`src/rtl/uart_tx_pkg.sv`:
```
// Shared UART definitions: frame FSM encoding and bit-period helper.
package uart_tx_pkg;

   typedef enum logic [1:0] {
      S_IDLE  = 2'd0,
      S_START = 2'd1,
      S_DATA  = 2'd2,
      S_STOP  = 2'd3
   } tx_state_t;

   function automatic int clks_per_bit(input int clk_freq, input int baud);
      return clk_freq / baud;
   endfunction

endpackage

```
`src/rtl/uart_tx_baud_tick.sv`:
```
// Bit-period counter: one-cycle tick every CLKS_PER_BIT enabled cycles.
module uart_tx_baud_tick #(
   parameter int CLKS_PER_BIT = 10
) (
   input  logic i_clk,
   input  logic i_rst_n,
   input  logic i_restart,
   input  logic i_en,
   output logic o_tick
);

   localparam int CW = $clog2(CLKS_PER_BIT);
   localparam logic [CW-1:0] LAST = CW'(CLKS_PER_BIT - 1);

   logic [CW-1:0] r_cnt;
   logic          w_wrap;

   assign w_wrap = (r_cnt == LAST);
   assign o_tick = i_en && w_wrap;

   always_ff @(posedge i_clk) begin
      if (!i_rst_n) begin
         r_cnt <= '0;
      end else if (i_restart || !i_en || w_wrap) begin
         r_cnt <= '0;
      end else begin
         r_cnt <= r_cnt + 1'b1;
      end
   end

endmodule

```
`src/rtl/uart_tx.sv`:
```
// Byte-to-serial UART transmitter: start, 8 data bits LSB first, stop bits.
module uart_tx
   import uart_tx_pkg::*;
#(
   parameter int CLK_FREQ  = 100000000,
   parameter int BAUD_RATE = 115200,
   parameter int STOP_BITS = 1
) (
   input  logic       clk_i,
   input  logic       reset_i,
   input  logic [7:0] data_i,
   input  logic       valid_i,
   output logic       ready_o,
   output logic       tx_o,
   output logic       busy_o
);

   localparam int CLKS_PER_BIT = clks_per_bit(CLK_FREQ, BAUD_RATE);

   generate
      if (CLKS_PER_BIT < 2) begin : g_bad_cpb
         $error("uart_tx: CLKS_PER_BIT must be at least 2");
      end
      if (STOP_BITS != 1 && STOP_BITS != 2) begin : g_bad_stop
         $error("uart_tx: STOP_BITS must be 1 or 2");
      end
   endgenerate

   tx_state_t  r_state;
   tx_state_t  w_state_nxt;
   logic [7:0] r_shift;
   logic [7:0] w_shift_nxt;
   logic [2:0] r_bit;
   logic [2:0] w_bit_nxt;
   logic       r_tx;
   logic       r_ready;
   logic       r_busy;
   logic       w_tx_nxt;
   logic       w_ready_nxt;
   logic       w_busy_nxt;
   logic       w_tick;
   logic       w_accept;
   logic       w_last_stop;

   assign w_accept    = valid_i && r_ready;
   assign w_last_stop = (r_bit == 3'(STOP_BITS - 1));

   assign ready_o = r_ready;
   assign tx_o    = r_tx;
   assign busy_o  = r_busy;

   uart_tx_baud_tick #(
      .CLKS_PER_BIT(CLKS_PER_BIT)
   ) u_tick (
      .i_clk    (clk_i),
      .i_rst_n  (reset_i),
      .i_restart(w_accept),
      .i_en     (r_state != S_IDLE),
      .o_tick   (w_tick)
   );

   always_ff @(posedge clk_i) begin
      if (!reset_i) begin
         r_state <= S_IDLE;
         r_shift <= '0;
         r_bit   <= '0;
      end else begin
         r_state <= w_state_nxt;
         r_shift <= w_shift_nxt;
         r_bit   <= w_bit_nxt;
      end
   end

   // r_bit indexes data bits in DATA and counts stop bits in STOP
   always_comb begin
      w_state_nxt = r_state;
      w_shift_nxt = r_shift;
      w_bit_nxt   = r_bit;
      unique case (r_state)
         S_IDLE: begin
            if (w_accept) begin
               w_state_nxt = S_START;
               w_shift_nxt = data_i;
               w_bit_nxt   = '0;
            end
         end
         S_START: begin
            if (w_tick) w_state_nxt = S_DATA;
         end
         S_DATA: begin
            if (w_tick) begin
               w_shift_nxt = r_shift >> 1;
               if (r_bit == 3'd7) begin
                  w_state_nxt = S_STOP;
                  w_bit_nxt   = '0;
               end else begin
                  w_bit_nxt = r_bit + 3'd1;
               end
            end
         end
         S_STOP: begin
            if (w_tick) begin
               if (w_last_stop) begin
                  w_state_nxt = S_IDLE;
                  w_bit_nxt   = '0;
               end else begin
                  w_bit_nxt = r_bit + 3'd1;
               end
            end
         end
      endcase
   end

   // Outputs are decoded from the next state so they can be flopped
   always_comb begin
      w_tx_nxt    = 1'b1;
      w_ready_nxt = 1'b0;
      w_busy_nxt  = 1'b1;
      unique case (w_state_nxt)
         S_IDLE: begin
            w_ready_nxt = 1'b1;
            w_busy_nxt  = 1'b0;
         end
         S_START: w_tx_nxt = 1'b0;
         S_DATA:  w_tx_nxt = w_shift_nxt[0];
         S_STOP:  w_tx_nxt = 1'b1;
      endcase
   end

   always_ff @(posedge clk_i) begin
      if (!reset_i) begin
         r_tx    <= 1'b1;
         r_ready <= 1'b0;
         r_busy  <= 1'b0;
      end else begin
         r_tx    <= w_tx_nxt;
         r_ready <= w_ready_nxt;
         r_busy  <= w_busy_nxt;
      end
   end

endmodule

```
`config.mk`:
```
export PLATFORM = sky130hd
export DESIGN_NAME = uart_tx
export DESIGN_NICKNAME = d
export VERILOG_FILES = /design/src/rtl/uart_tx_pkg.sv /design/src/rtl/uart_tx_baud_tick.sv /design/src/rtl/uart_tx.sv
export SDC_FILE = /design/constraint.sdc
export NUM_CORES = 1
export LEC_CHECK = 0
export ABC_AREA = 1
export BUFFER_PORTS_ARGS = -buffer_cell sky130_fd_sc_hd__buf_2
export CAP_MARGIN = 25
export CORE_ASPECT_RATIO = 1.75
export CORE_MARGIN = 1
export CORE_UTILIZATION = 55
export DETAILED_ROUTE_END_ITERATION = 16
export PLACE_DENSITY_LB_ADDON = 0.08
export SYNTH_ARGS = -nofsm -noshare
export SYNTH_HDL_FRONTEND = slang
export SYNTH_SLANG_ARGS = --single-unit
```
`constraint.sdc`:
```
create_clock -name clk_i -period 1.7 [get_ports clk_i]
set_input_delay 0.51 -clock clk_i [delete_from_list [all_inputs] [get_ports clk_i]]
set_output_delay 0.51 -clock clk_i [all_outputs]
set_load 0.02 [all_outputs]
```
; ---- Word level (Yosys, flattened, before mapping)
; Cells that the tools add are included.
[totals]
register_bits = 26
inputBits = 11
out_inout_bits = 3
wordCells = 54
[classes]
addsub = 2
eq_ne = 10
mux = 19
bitwise_logic = 1
reduce_logical = 14
[ops]
columns = op, n
row1 = 8-bit 2-to-1 mux, 2
row2 = 8-bit one-hot mux with 2 select lines, 1
row3 = 3-bit 2-to-1 mux, 5
row4 = 2-bit 2-to-1 mux, 6
row5 = "10-bit by 1-bit adder with 10-bit output, second input constant", 1
row6 = "10-bit == test, second input constant", 1
row7 = 3-bit one-hot mux with 3 select lines, 1
row8 = 2-bit one-hot mux with 4 select lines, 1
row9 = "2-bit == test, second input constant", 3
row10 = "2-bit by 1-bit inequality test with 1-bit output, second input constant", 3
row11 = "2-bit by 1-bit == test with 1-bit output, second input constant", 2
row12 = 2-bit zero test, 2
row13 = 4-bit AND reduction, 1
row14 = 2-bit nonzero test, 2
row15 = "3-bit by 1-bit adder with 3-bit output, second input constant", 1
row16 = "3-bit == test, second input constant", 1
row17 = 3-bit zero test, 1
row18 = 3-bit AND reduction, 1
row19 = 3-bit nonzero test, 1
row20 = 1-bit logical AND, 2
row21 = 1-bit logical OR, 2
row22 = 1-bit 2-to-1 mux, 2
row23 = 1-bit one-hot mux with 2 select lines, 1
row24 = 2-bit OR reduction, 1
row25 = 2 further kinds, 2

; ---- Longest topological paths before layout
; Gate-level depths: netlist (run 1).
[logic_depth]
word_depth = 6
depth_mapped = 11
ltp_nobuf = 11

; ---- By module
; From an unflattened synthesis (run 1), not the netlist that was laid out.
[unflattened]
hier_cells = 167
hier_area_um2 = 1238.7
[by_module_without_submodules]
columns = module, n_inst, cells_each, area_per_inst_um2
row1 = uart_tx, 1, 104, 769.5
row2 = uart_tx_baud_tick, 1, 63, 469.2

; ---- Worst setup path before layout (run 1)
; OpenSTA, ideal clock, no wires.
[synth_path]
kind = input -> register
start = input port valid_i
end = register r_tx, in the netlist tx_o
arrival_time_ns = 1.277
required_ns = 1.584
slack_ns = 0.307
stages = 8
n_path_buf = 1
cell_sequence = buf_2 nand2_1 nand2_1 nand3_4 a21oi_2 nand2_1 nand2_1 nand2_1
[synth_between]
elab_chain_cells = 5
word_cells_on_any_way = 8
classes_between = 2 x eq/ne / 5 x mux / 1 x reduce/logical
[synth_rtl]
columns = element, line
row1 = "start, declared", uart_tx.sv:12  ; input logic valid_i,
row2 = 1-bit logical AND *, uart_tx.sv:45  ; assign w_accept = valid_i && r_ready;
row3 = 2-bit 2-to-1 mux, uart_tx.sv:81  ; if (w_accept) begin
row4 = 2-bit one-hot mux with 4 select lines, uart_tx.sv:79  ; unique case (r_state)
row5 = 2-bit == test or 2-bit by 1-bit == test with 1-bit output (tied branches), uart_tx.sv:119  ; unique case (w_state_nxt)
row6 = 1-bit one-hot mux with 2 select lines *, uart_tx.sv:119
row7 = "end signal, assigned", uart_tx.sv:136  ; r_tx <= w_tx_nxt;
row8 = "end, declared", uart_tx.sv:35  ; logic r_tx;
; Mark *: on every way between the ends. The rest lies on a longest branch, timed or not. The select of a mux whose other input is x is not followed.
; A chain may end at the register's enable or synchronous reset.

; ---- Final worst setup path (run 1)
[layout_path]
start = register r_ready, in the netlist ready_o
end = output port ready_o
[layout_lines]
columns = element, line
row1 = "start, declared", uart_tx.sv:36  ; logic r_ready;
row2 = "start signal, assigned", uart_tx.sv:137  ; r_ready <= w_ready_nxt;
row3 = "end, declared", uart_tx.sv:13  ; output logic ready_o,
; No word-level cell between the ends.

==> reports/qor.yml, run 1 <==
setup_path:
  crit_chain: "buf_2"
  cp_max_fo: 10
  cp_top_family: "flip-flops"
  cpMaxStageDelayCell: "dfxtp_1"
  slowest_delay_ns: 0.52
  cp_data_arrival_time_ns: 1.03
  crit_type: "flop to output port"
  crit_required_ns: 1.19
  end_kind: "output port"
  crit_path_start_kind: "flop"
  cp_num_buf_inv: 1
clocking:
  clk_pin_slew_ns: 0.09
  cts_inserted_buffers: 3
  cts.htree.levels: 1
  insertion_delay_ns: 0.27
  clock_sinks: 26
  cts_buffer_depth: 2
  cts_hold_buf: 0
  clock-root-buffer: "clkbuf_8"
  cts_tree: "built"
pwr:
  power_w: 0.00128
  internal-power_w: 0.000993
  pwr-share-seq: 0.511
  clkPwrFrac: 0.393
  switchingPower_w: 0.000292
  comb_power_share: 0.096
  p_sw_frac: 0.227
  cellPowerDensity_mw_per_mm2: 885
  leakage_nw: 0.585
  peakVddDrop_uv: 501
sta:
  drv_slew: 0
  post-route-min-period_ns: 1.54
  hold_violations: 0
  tightestPinTransition_ns: 0.511
  finClkSkew_ns: 0.00595
  min_period_over_period: 0.904
  setup_viol: 0
  grt_setup_unrepaired: "no"
  fmax_mhz: 650
  holdWs_ns: 0.452
  slew_headroom: 0.656
  final.setup.tns_ns: 0
synth:
  syn_area_sq_mm: 0.00130
  ys_warn_count: 0
  syn_avg_cell_area_sq_um: 7.75
  ys_ff_latch: 26
  synthCells: 168
  ys_types: 31
  synth_seq_area_share: 0.400
  synth_nets: 183
floorplan:
  initial_core_util: 0.572
  die-area_sq_mm: 0.00257
  die_w_um: 38.8
  core_area_sq_mm: 0.00227
  core.rowCount: 23
  ios: 14
  fp.dieH_um: 66.3
global_route:
  grt_use_total: 0.249
  overflow: 0
  grt_pass1_vias: 1116
  grt_antenna_before_repair: 0
  grt_pass1_wl_um: 4570
  grt_max_degree: 16
drt:
  dr_total_vias: 1156
  firstDrtPassIters: 4
  ant_nets: 0
  routed_wl_um: 2690
  vias_per_cell: 5.61
  drtIter0Drc: 20
  drc: 0
  wire_per_inst_um: 13.0
placement:
  postPlaceCellArea_sq_mm: 0.00138
  place_hpwl_um: 2190
  portBuffers: 13
  place_inst: 202
  gp_congestion: 0.799
cells_and_area:
  stdcell_area_sq_mm: 0.00145
  antennaDiodeCount: 0
  areaGrowthSynthToFinish_pct: 11.6
  instances_no_fill: 206
  drive_gt1_frac: 0.210
  layout.nets: 197
flow_run:
  max-cap-violations: 0
outcome:
  status: "complete, no violations"
hold_path:
  hp-class: "flop to flop"
-- cells in the mapped netlist --
cell / count / area share
a211oi_2: 1 / 0.0096
dfxtp_1: 26 / 0.40
a21oi_2: 1 / 0.0067
nand2_2: 3 / 0.014
xnor2_1: 1 / 0.0067
o22ai_1: 1 / 0.0048
clkbuf_1: 1 / 0.0029
and3_1: 2 / 0.0096
nand2_4: 2 / 0.017
inv_2: 2 / 0.0058
a31oi_1: 7 / 0.034
inv_1: 21 / 0.061
nand3b_1: 1 / 0.0058
nor3_1: 6 / 0.023
nand2_1: 26 / 0.075
o21ai_0: 2 / 0.0077
nor2_2: 2 / 0.0096
o2111ai_2: 1 / 0.012
a21oi_1: 8 / 0.031
nand3_1: 14 / 0.054
nor2_1: 13 / 0.038
o21ai_1: 1 / 0.0038
buf_2: 3 / 0.012
nor4_1: 2 / 0.0096
buf_4: 1 / 0.0058
nor3b_1: 1 / 0.0058
nand3_4: 1 / 0.013
o21ai_2: 1 / 0.0067
nand4_1: 9 / 0.043
nor2_4: 4 / 0.035
ha_1: 4 / 0.038
-- final cells by class --
type	instances	area (sq um)
timing repair buffer	14	72.6
multi-input combinational	114	668
fill	205	821
sequential	26	523
clock inverter	1	30.0
inverter	23	86.3
clock buffer	3	41.3
tap	25	31.3
-- cells by family (layout without fill, tap and decap cells) --
| kind of cell | count (synthesis) | after routing | synth area share |
|---|---|---|---|
| XOR/XNOR | 1 | 1 | 0.00673 |
| buffers and inverters | 28 | 41 | 0.0865 |
| AO/OA/AOI/OAI | 23 | 23 | 0.115 |
| adder cells (fa/ha/maj) | 4 | 4 | 0.0385 |
| AND/OR/NAND/NOR | 86 | 86 | 0.353 |
| flip-flops | 26 | 26 | 0.400 |
-- what timing repair did --
item | in CTS | in global routing
hold endpoints to repair | 0 | 0
resized for setup | 0 | 2
endpoints found under the setup margin | 0 | 1
setup buffers | 0 | 0
-- power groups by stage --
stage	sequential, W	combinational (W)	clock (W)
floorplan	0.000665	0.0000908	0
global placement	0.000670	0.000119	0
detailed placement	0.000671	0.000124	0
CTS	0.000657	0.000124	0.000513
global route	0.000661	0.000139	0.000530
finish	0.000657	0.000123	0.000505
-- final timing paths --
path,slack (ns),cells after the start,start,end
min,0.45,1,u_tick.r_cnt[0],u_tick.r_cnt[0]
max,0.16,1,ready_o,ready_o
max reg2reg,0.21,8,u_tick.r_cnt[0],r_bit[0]
min reg2reg,0.45,1,u_tick.r_cnt[0],u_tick.r_cnt[0]
-- layer usage --
metal  track usage  wire (um)  up-vias
met5             0          0        -
met2         0.496       1630       20
met4         0.103         30        0
met1         0.230        988      542
li1              -          -      590
met3        0.0236         39        4
-- metrics by stage --
step	utilization	setup WS, ns
floorplan	-	0.307
global placement	0.606	0.221
detailed placement	0.606	0.162
CTS	0.638	0.148
global route	0.639	0.0127
finish	0.639	0.163
-- registers in the layout, indices dropped and copies added (netlist names) --
signal,flops
r_shift,8
u_tick.r_cnt,10
r_state,2
r_bit,3
tx_o,1
busy_o,1
ready_o,1
-- cells in the final DEF, fill, tap and decap left out, types with 2 or more instances in the layout --
| cell | n |
|---|---|
| a21oi_1 | 8 |
| a31oi_1 | 7 |
| and3_1 | 2 |
| buf_2 | 13 |
| clkbuf_8 | 3 |
| dfxtp_1 | 24 |
| dfxtp_2 | 2 |
| ha_1 | 4 |
| inv_1 | 21 |
| inv_2 | 2 |
| nand2_1 | 26 |
| nand2_2 | 3 |
| nand2_4 | 2 |
| nand3_1 | 14 |
| nand4_1 | 9 |
| nor2_1 | 13 |
| nor2_2 | 2 |
| nor2_4 | 4 |
| nor3_1 | 6 |
| nor4_1 | 2 |
| o21ai_0 | 2 |
Power figures use the tool's default switching activity.
==> run 2: changes to the inputs <==
--- a/config.mk
+++ b/config.mk
@@ -5,11 +5,8 @@
 export SDC_FILE = /design/constraint.sdc
 export NUM_CORES = 1
 export LEC_CHECK = 0
-export ABC_AREA = 1
 export BUFFER_PORTS_ARGS = -buffer_cell sky130_fd_sc_hd__buf_2
 export CAP_MARGIN = 25
-export CORE_ASPECT_RATIO = 1.75
-export CORE_MARGIN = 1
 export CORE_UTILIZATION = 55
 export DETAILED_ROUTE_END_ITERATION = 16
 export PLACE_DENSITY_LB_ADDON = 0.08
==> run 2 against run 1 <==
Net effect:
- the run now ends with negative setup slack left
- sequential cell count unchanged
- critical endpoint is now tx_o
- synthesized area fell by 6.2%
- total power decreased by 15%
- count of clock-buffer cells in the layout grew 1
- hold slack better by 0.0079 ns
- critical path type is now flop to flop
- clock skew fell by 0.0050 ns
- clock power down 39%
==> reports/qor.yml, run 2 <==
outcome:
  status: "finished, violations left"
  failed_checks: "negative setup slack"
pwr:
  cellPowerDensity_mw_per_mm2: 672
  leakage_nw: 0.644
  power_w: 0.00109
  peakVddDrop_uv: 693
synth:
  synthCells: 132
  synth_seq_area_share: 0.427
  synth_top_family_by_area: "simple AND/OR/NAND/NOR gates"
  synth_nets: 147
  syn_area_sq_mm: 0.00122
  synthTopCellsByCount: "dfxtp_1, nand2_1, nor2_1, nand3_1, a22oi_1"
  ys_warn_count: 0
  syn_avg_cell_area_sq_um: 9.24
  ys.flop_type: "dfxtp_1"
  ys_ff_latch: 26
  synthXorXnorAreaFrac: 0.0574
  synth.most_common_cell: "dfxtp_1"
  yosysTopAreaCellShare: 0.427
  synthAdderAreaFrac: 0.0410
  postSynth.asyncResetShare: 0
  synth-edff-count: 0
  ys_types: 39
  synth.area.mux_share: 0.00923
  yosysTopAreaCell: "dfxtp_1"
  synthSimpleGateAreaFrac: 0.286
  synth_area_leaders: "dfxtp_1, a22oi_1, nand2_1"
  synth_compound_gate_area_share: 0.151
drt:
  vias_per_cell: 5.45
  ant_nets: 0
  routed_wl_um: 2590
  drtIter0Drc: 19
  drc: 0
  dr_total_vias: 1057
  wire_per_inst_um: 13.3
  firstDrtPassIters: 4
cells_and_area:
  areaGrowthSynthToFinish_pct: 33.5
  reg_top3: "u_tick.r_cnt: 10 flops, r_shift: 8 flops, r_bit: 3 flops"
  largest_reg_flops: 10
  most-common-layout-cells: "dfxtp_1, buf_4, nor2_1, buf_2, nand2_1"
  ff_latch_area_sq_um: 526
  layout.nets: 183
  antennaDiodeCount: 0
  stdcell_area_sq_mm: 0.00163
  final_util: 0.806
  drive_gt1_frac: 0.413
  regMostFlops: "u_tick.r_cnt"
  fill_cells: 139
  multiInputGateArea_sq_um: 764
  layout_commonest_cell: "dfxtp_1"
clocking:
  cts_hold_buf: 0
  cts_tree: "built"
  cts.htree.levels: 1
  cts_buffer_depth: 2
  insertion_delay_ns: 0.32
  clock-root-buffer: "clkbuf_4"
  clock_sinks: 26
  cts_inserted_buffers: 3
  clk_pin_slew_ns: 0.13
sta:
  holdWs_ns: 0.460
  grt_setup_unrepaired: "yes"
  post-route-min-period_ns: 1.79
  final.setup.tns_ns: -0.337
  min_period_over_period: 1.05
  worst_slack_ns: -0.0851
  setup_viol: 8
  tightestPinTransition_ns: 0.532
  drv_slew: 0
  slew_headroom: 0.643
  hold_violations: 0
  fmax_mhz: 560
  finClkSkew_ns: 0.000945
setup_path:
  r2r_end: "tx_o"
  crit_required_ns: 1.95
  cp_num_buf_inv: 0
  r2r_slack_ns: -0.09
  end_kind: "flop"
  crit_type: "flop to flop"
  cpMaxStageDelayCell: "or4b_4"
  cp_top_family: "simple AND/OR/NAND/NOR gates"
  cp_max_fo: 3
  slowest_delay_ns: 0.57
  crit_path_start_kind: "flop"
  cp_data_arrival_time_ns: 2.04
  r2r-start: "u_tick.r_cnt[2]"
  crit_chain: "or4b_4 > nor4_2 > a2111oi_4 > and2_1 > a32oi_1"
  crit_end: "tx_o"
  cp-startpoint: "u_tick.r_cnt[2]"
  path_depth: 5
  worstRegToRegCells: 5
placement:
  place_hpwl_um: 1860
  postPlaceCellArea_sq_mm: 0.00145
  portBuffers: 13
  gp_congestion: 0.807
global_route:
  grt_pass1_vias: 966
  grt_use_total: 0.217
  grt_max_degree: 18
  grt_pass1_wl_um: 4070
  overflow: 0
  grt_antenna_before_repair: 0
floorplan:
  die_w_um: 49.1
  initial_core_util: 0.603
  core_area_sq_mm: 0.00202
  core.rowCount: 16
  fp.dieH_um: 49.1
  ios: 14
  die-area_sq_mm: 0.00241
hold_path:
  hp-class: "input port to flop"
flow_run:
  max-cap-violations: 0
run 2: cell count changes in the layout (fill, tap and decap cells not counted), moves of 7 or more:
cell	change
buf_4	+20
inv_1	-17
nand2_1	-17
a21oi_1	-7
a31oi_1	-7
nand3_1	-7
nand4_1	-7
run 2: area by class of cell:
class | instances | share of cell area
Multi-Input combinational cell | 97 | 0.469
Sequential cell | 26 | 0.323
Timing Repair Buffer | 36 | 0.156
Clock buffer | 4 | 0.0223
Tap cell | 27 | 0.0207
Inverter | 4 | 0.00922
run 2: per-layer routing:
layer / up-vias / GRT usage / part of all wire
met5: - / 0 / 0
met4: 0 / 0.0931 / 0.0066
met3: 2 / 0.0405 / 0.024
met2: 13 / 0.333 / 0.46
met1: 513 / 0.295 / 0.50
li1: 529 / - / -
run 2: logic make-up (layout without fill, tap and decap cells):
logic type | after synthesis | count (layout)
AOI/OAI and AO/OA | 22 | 22
buffers and inverters | 9 | 44
and+or+nand+nor | 62 | 62
DFF | 26 | 26
adders and majority gates | 4 | 4
xor gates and xnor gates | 8 | 8
muxes | 1 | 1
run 2: repair_timing:
action | in CTS | in global routing
setup endpoints to repair | 12 | 14
resized for setup | 7 | 19
setup buffers | 2 | 2
pin swaps | 5 | 8
run 2: metrics by stage:
stage / std cells / setup WS, ns
after global routing: 194 / -0.168
after global placement: 186 / -0.0329
after floorplan: 132 / -0.0188
after detailed placement: 186 / -0.0777
after CTS: 192 / -0.0855
final: 194 / -0.0851
run 2: worst min path at each step:
stage / start / end / slack [ns] / cells past startpoint
after floorplan: u_tick.r_cnt[0] / u_tick.r_cnt[0] / 0.42 / 1
after global placement: r_shift[2] / r_shift[2] / 0.44 / 2
after detailed placement: r_shift[5] / r_shift[5] / 0.45 / 2
after CTS: data_i[7] / r_shift[7] / 0.46 / 3
after global routing: data_i[7] / r_shift[7] / 0.46 / 3
final: data_i[7] / r_shift[7] / 0.46 / 3
run 2: where the power goes:
part	switching (W)	internal (W)
sequential	0.0000134	0.000628
clock	0.000177	0.000131
combinational	0.0000695	0.0000743
total	0.000260	0.000834
run 2: worst reg2reg max path: cells and delay by family (launching register included):
kind               cells  cell delay [ns]
and+or+nand+nor        3             1.10
AOI/OAI and AO/OA      2             0.26
DFF                    1             0.35
==> run 3: changes to the inputs <==
--- a/config.mk
+++ b/config.mk
@@ -5,11 +5,13 @@
 export SDC_FILE = /design/constraint.sdc
 export NUM_CORES = 1
 export LEC_CHECK = 0
-export BUFFER_PORTS_ARGS = -buffer_cell sky130_fd_sc_hd__buf_2
+export BUFFER_PORTS_ARGS = -buffer_cell sky130_fd_sc_hd__buf_4
 export CAP_MARGIN = 25
+export CORE_ASPECT_RATIO = 1.75
 export CORE_UTILIZATION = 55
 export DETAILED_ROUTE_END_ITERATION = 16
 export PLACE_DENSITY_LB_ADDON = 0.08
 export SYNTH_ARGS = -nofsm -noshare
 export SYNTH_HDL_FRONTEND = slang
+export SYNTH_HIERARCHICAL = 1
 export SYNTH_SLANG_ARGS = --single-unit
==> run 3 against run 2 <==
Net effect:
- the flow still finishes with violations (negative setup slack)
- combinational power down 10%
- global-route usage is 3.3 points higher
- utilization is 7.0 points lower
==> reports/qor.yml, run 3 <==
drt:
  ant_nets: 0
  routed_wl_um: 2710
  firstDrtPassIters: 4
  drc: 0
  vias_per_cell: 5.67
  dr_total_vias: 1100
  drtIter0Drc: 16
  wire_per_inst_um: 14.0
setup_path:
  cp_data_arrival_time_ns: 1.98
  crit_path_start_kind: "flop"
  crit_type: "flop to flop"
  end_kind: "flop"
  crit_required_ns: 1.98
  cp_max_fo: 6
synth:
  syn_avg_cell_area_sq_um: 9.15
  postSynth.asyncResetShare: 0
  ys_ff_latch: 26
  synth_seq_area_share: 0.409
  synth_nets: 154
  yosysTopAreaCellShare: 0.409
  ys_types: 43
  yosysTopAreaCell: "dfxtp_1"
  synth-edff-count: 0
  synthCells: 139
  ys_warn_count: 6
  synth.most_common_cell: "dfxtp_1"
  synthTopCellsByCount: "dfxtp_1, a21oi_1, nand2_1, nor2_1"
  ys.flop_type: "dfxtp_1"
  syn_area_sq_mm: 0.00127
  synth_area_leaders: "dfxtp_1, a21oi_1, a22oi_1"
clocking:
  cts_buffer_depth: 2
  cts_setup_buffers: 0
  cts_inserted_buffers: 3
  cts.htree.levels: 1
  clock_sinks: 26
  clk_pin_slew_ns: 0.14
  cts_hold_buf: 0
  clock-root-buffer: "clkbuf_4"
  insertion_delay_ns: 0.33
  cts_tree: "built"
global_route:
  grt_use_total: 0.250
  grt_pass1_wl_um: 4390
  overflow: 0
  grt_pass1_vias: 1101
  grt_antenna_before_repair: 0
  grt_max_degree: 14
placement:
  gp_congestion: 0.733
  postPlaceCellArea_sq_mm: 0.00155
  place_hpwl_um: 2130
  portBuffers: 13
floorplan:
  die_w_um: 38.3
  ios: 14
  core_area_sq_mm: 0.00215
  fp.dieH_um: 65.6
  initial_core_util: 0.592
  die-area_sq_mm: 0.00252
  core.rowCount: 22
sta:
  grt_setup_unrepaired: "yes"
  setup_viol: 1
  slew_headroom: 0.793
  post-route-min-period_ns: 1.70
  min_period_over_period: 1.00
  finClkSkew_ns: 0.0142
  drv_slew: 0
  hold_violations: 0
  fmax_mhz: 587
  tightestPinTransition_ns: 0.310
  worst_slack_ns: -0.00241
pwr:
  comb_power_share: 0.125
  internal-power_w: 0.000775
  peakVddDrop_uv: 643
  switchingPower_w: 0.000253
  clkPwrFrac: 0.254
  p_sw_frac: 0.246
  cellPowerDensity_mw_per_mm2: 651
  pwr-share-seq: 0.621
  leakage_nw: 0.614
cells_and_area:
  final_util: 0.736
  stdcell_area_sq_mm: 0.00158
  reg_top3: "u_tick/r_cnt: 10 flops, r_shift: 8 flops, r_bit: 3 flops"
  most-common-layout-cells: "buf_4, dfxtp_1, nand2_1, a21oi_1, nor2_1"
  areaGrowthSynthToFinish_pct: 24.3
  fill_cells: 183
  largest_reg_flops: 10
  layout.nets: 187
  regMostFlops: "u_tick/r_cnt"
  drive_gt1_frac: 0.353
  antennaDiodeCount: 0
  layout_commonest_cell: "buf_4"
outcome:
  status: "finished, violations left"
  failed_checks: "negative setup slack"
flow_run:
  max-cap-violations: 0
hold_path:
  hp-class: "input port to flop"
==> run 3: critical path, cell delays in order (launching register included) <==
cell and delay (ns):
dfxtp_2 0.36, nor4b_4 0.30, nand2_2 0.12, nor3_4 0.15
buf_6 0.15, a21oi_2 0.08, or3b_1 0.38, a21oi_2 0.13
==> run 3: cells by family after synthesis <==
group	synth area share
adder cells (fa/ha/maj)	0.0394
AO/OA/AOI/OAI	0.190
flip-flops	0.409
AND/OR/NAND/NOR	0.277
XOR/XNOR	0.0345
buffers and inverters	0.0502
==> run 3: cell type report <==
type	count	area (sq um)	share of cell area
tap	24	30.0	0.0190
multi-input combinational	101	724	0.458
sequential	26	526	0.333
timing repair buffer	32	248	0.157
clock buffer	3	22.5	0.0143
inverter	8	30.0	0.0190
==> run 3: final timing paths <==
| kind | from | end | slack (ns) | cells after the start |
|---|---|---|---|---|
| setup / recovery | u_tick/r_cnt[4] | r_bit[1] | -0.002 | 7 |
| hold / removal | data_i[7] | r_shift[7] | 0.43 | 3 |
| hold reg to reg | r_shift[1] | r_shift[1] | 0.47 | 2 |
| setup reg to reg | u_tick/r_cnt[4] | r_bit[1] | -0.002 | 7 |
==> run 3: power groups by stage <==
stage                     combinational (W)  clock (W)  sequential, W
after floorplan                   0.0000662          0       0.000661
after global placement             0.000125          0       0.000651
after detailed placement           0.000130          0       0.000652
after CTS                          0.000130   0.000267       0.000639
after global routing               0.000140   0.000296       0.000641
final                              0.000129   0.000261       0.000638
==> run 3: per-stage QoR <==
step           total power [W]  setup slack [ns]   TNS, ns  hold slack, ns  std cells
6_report               0.00103          -0.00241  -0.00241           0.431        194
5_1_grt                0.00108           -0.0908    -0.315           0.430        194
4_1_cts                0.00104            0.0274         0           0.433        194
3_5_place_dp          0.000782           -0.0266   -0.0694           0.449        191
3_3_place_gp          0.000776            0.0233         0           0.442        191
2_1_floorplan         0.000728           -0.0516    -0.138           0.437        139
==> run 3: repair_timing <==
item / CTS / global route
pin swaps: 3 / 3
cloned: 0 / 0
setup endpoints to repair: 6 / 12
gates resized for setup: 1 / 3
==> run 3: routing by layer <==
layer / routed length (um) / vias up / track usage
met4: 53 / 0 / 0.129
met3: 43 / 4 / 0.0304
met5: 0 / - / 0
met1: 957 / 528 / 0.209
li1: - / 558 / -
met2: 1650 / 10 / 0.506
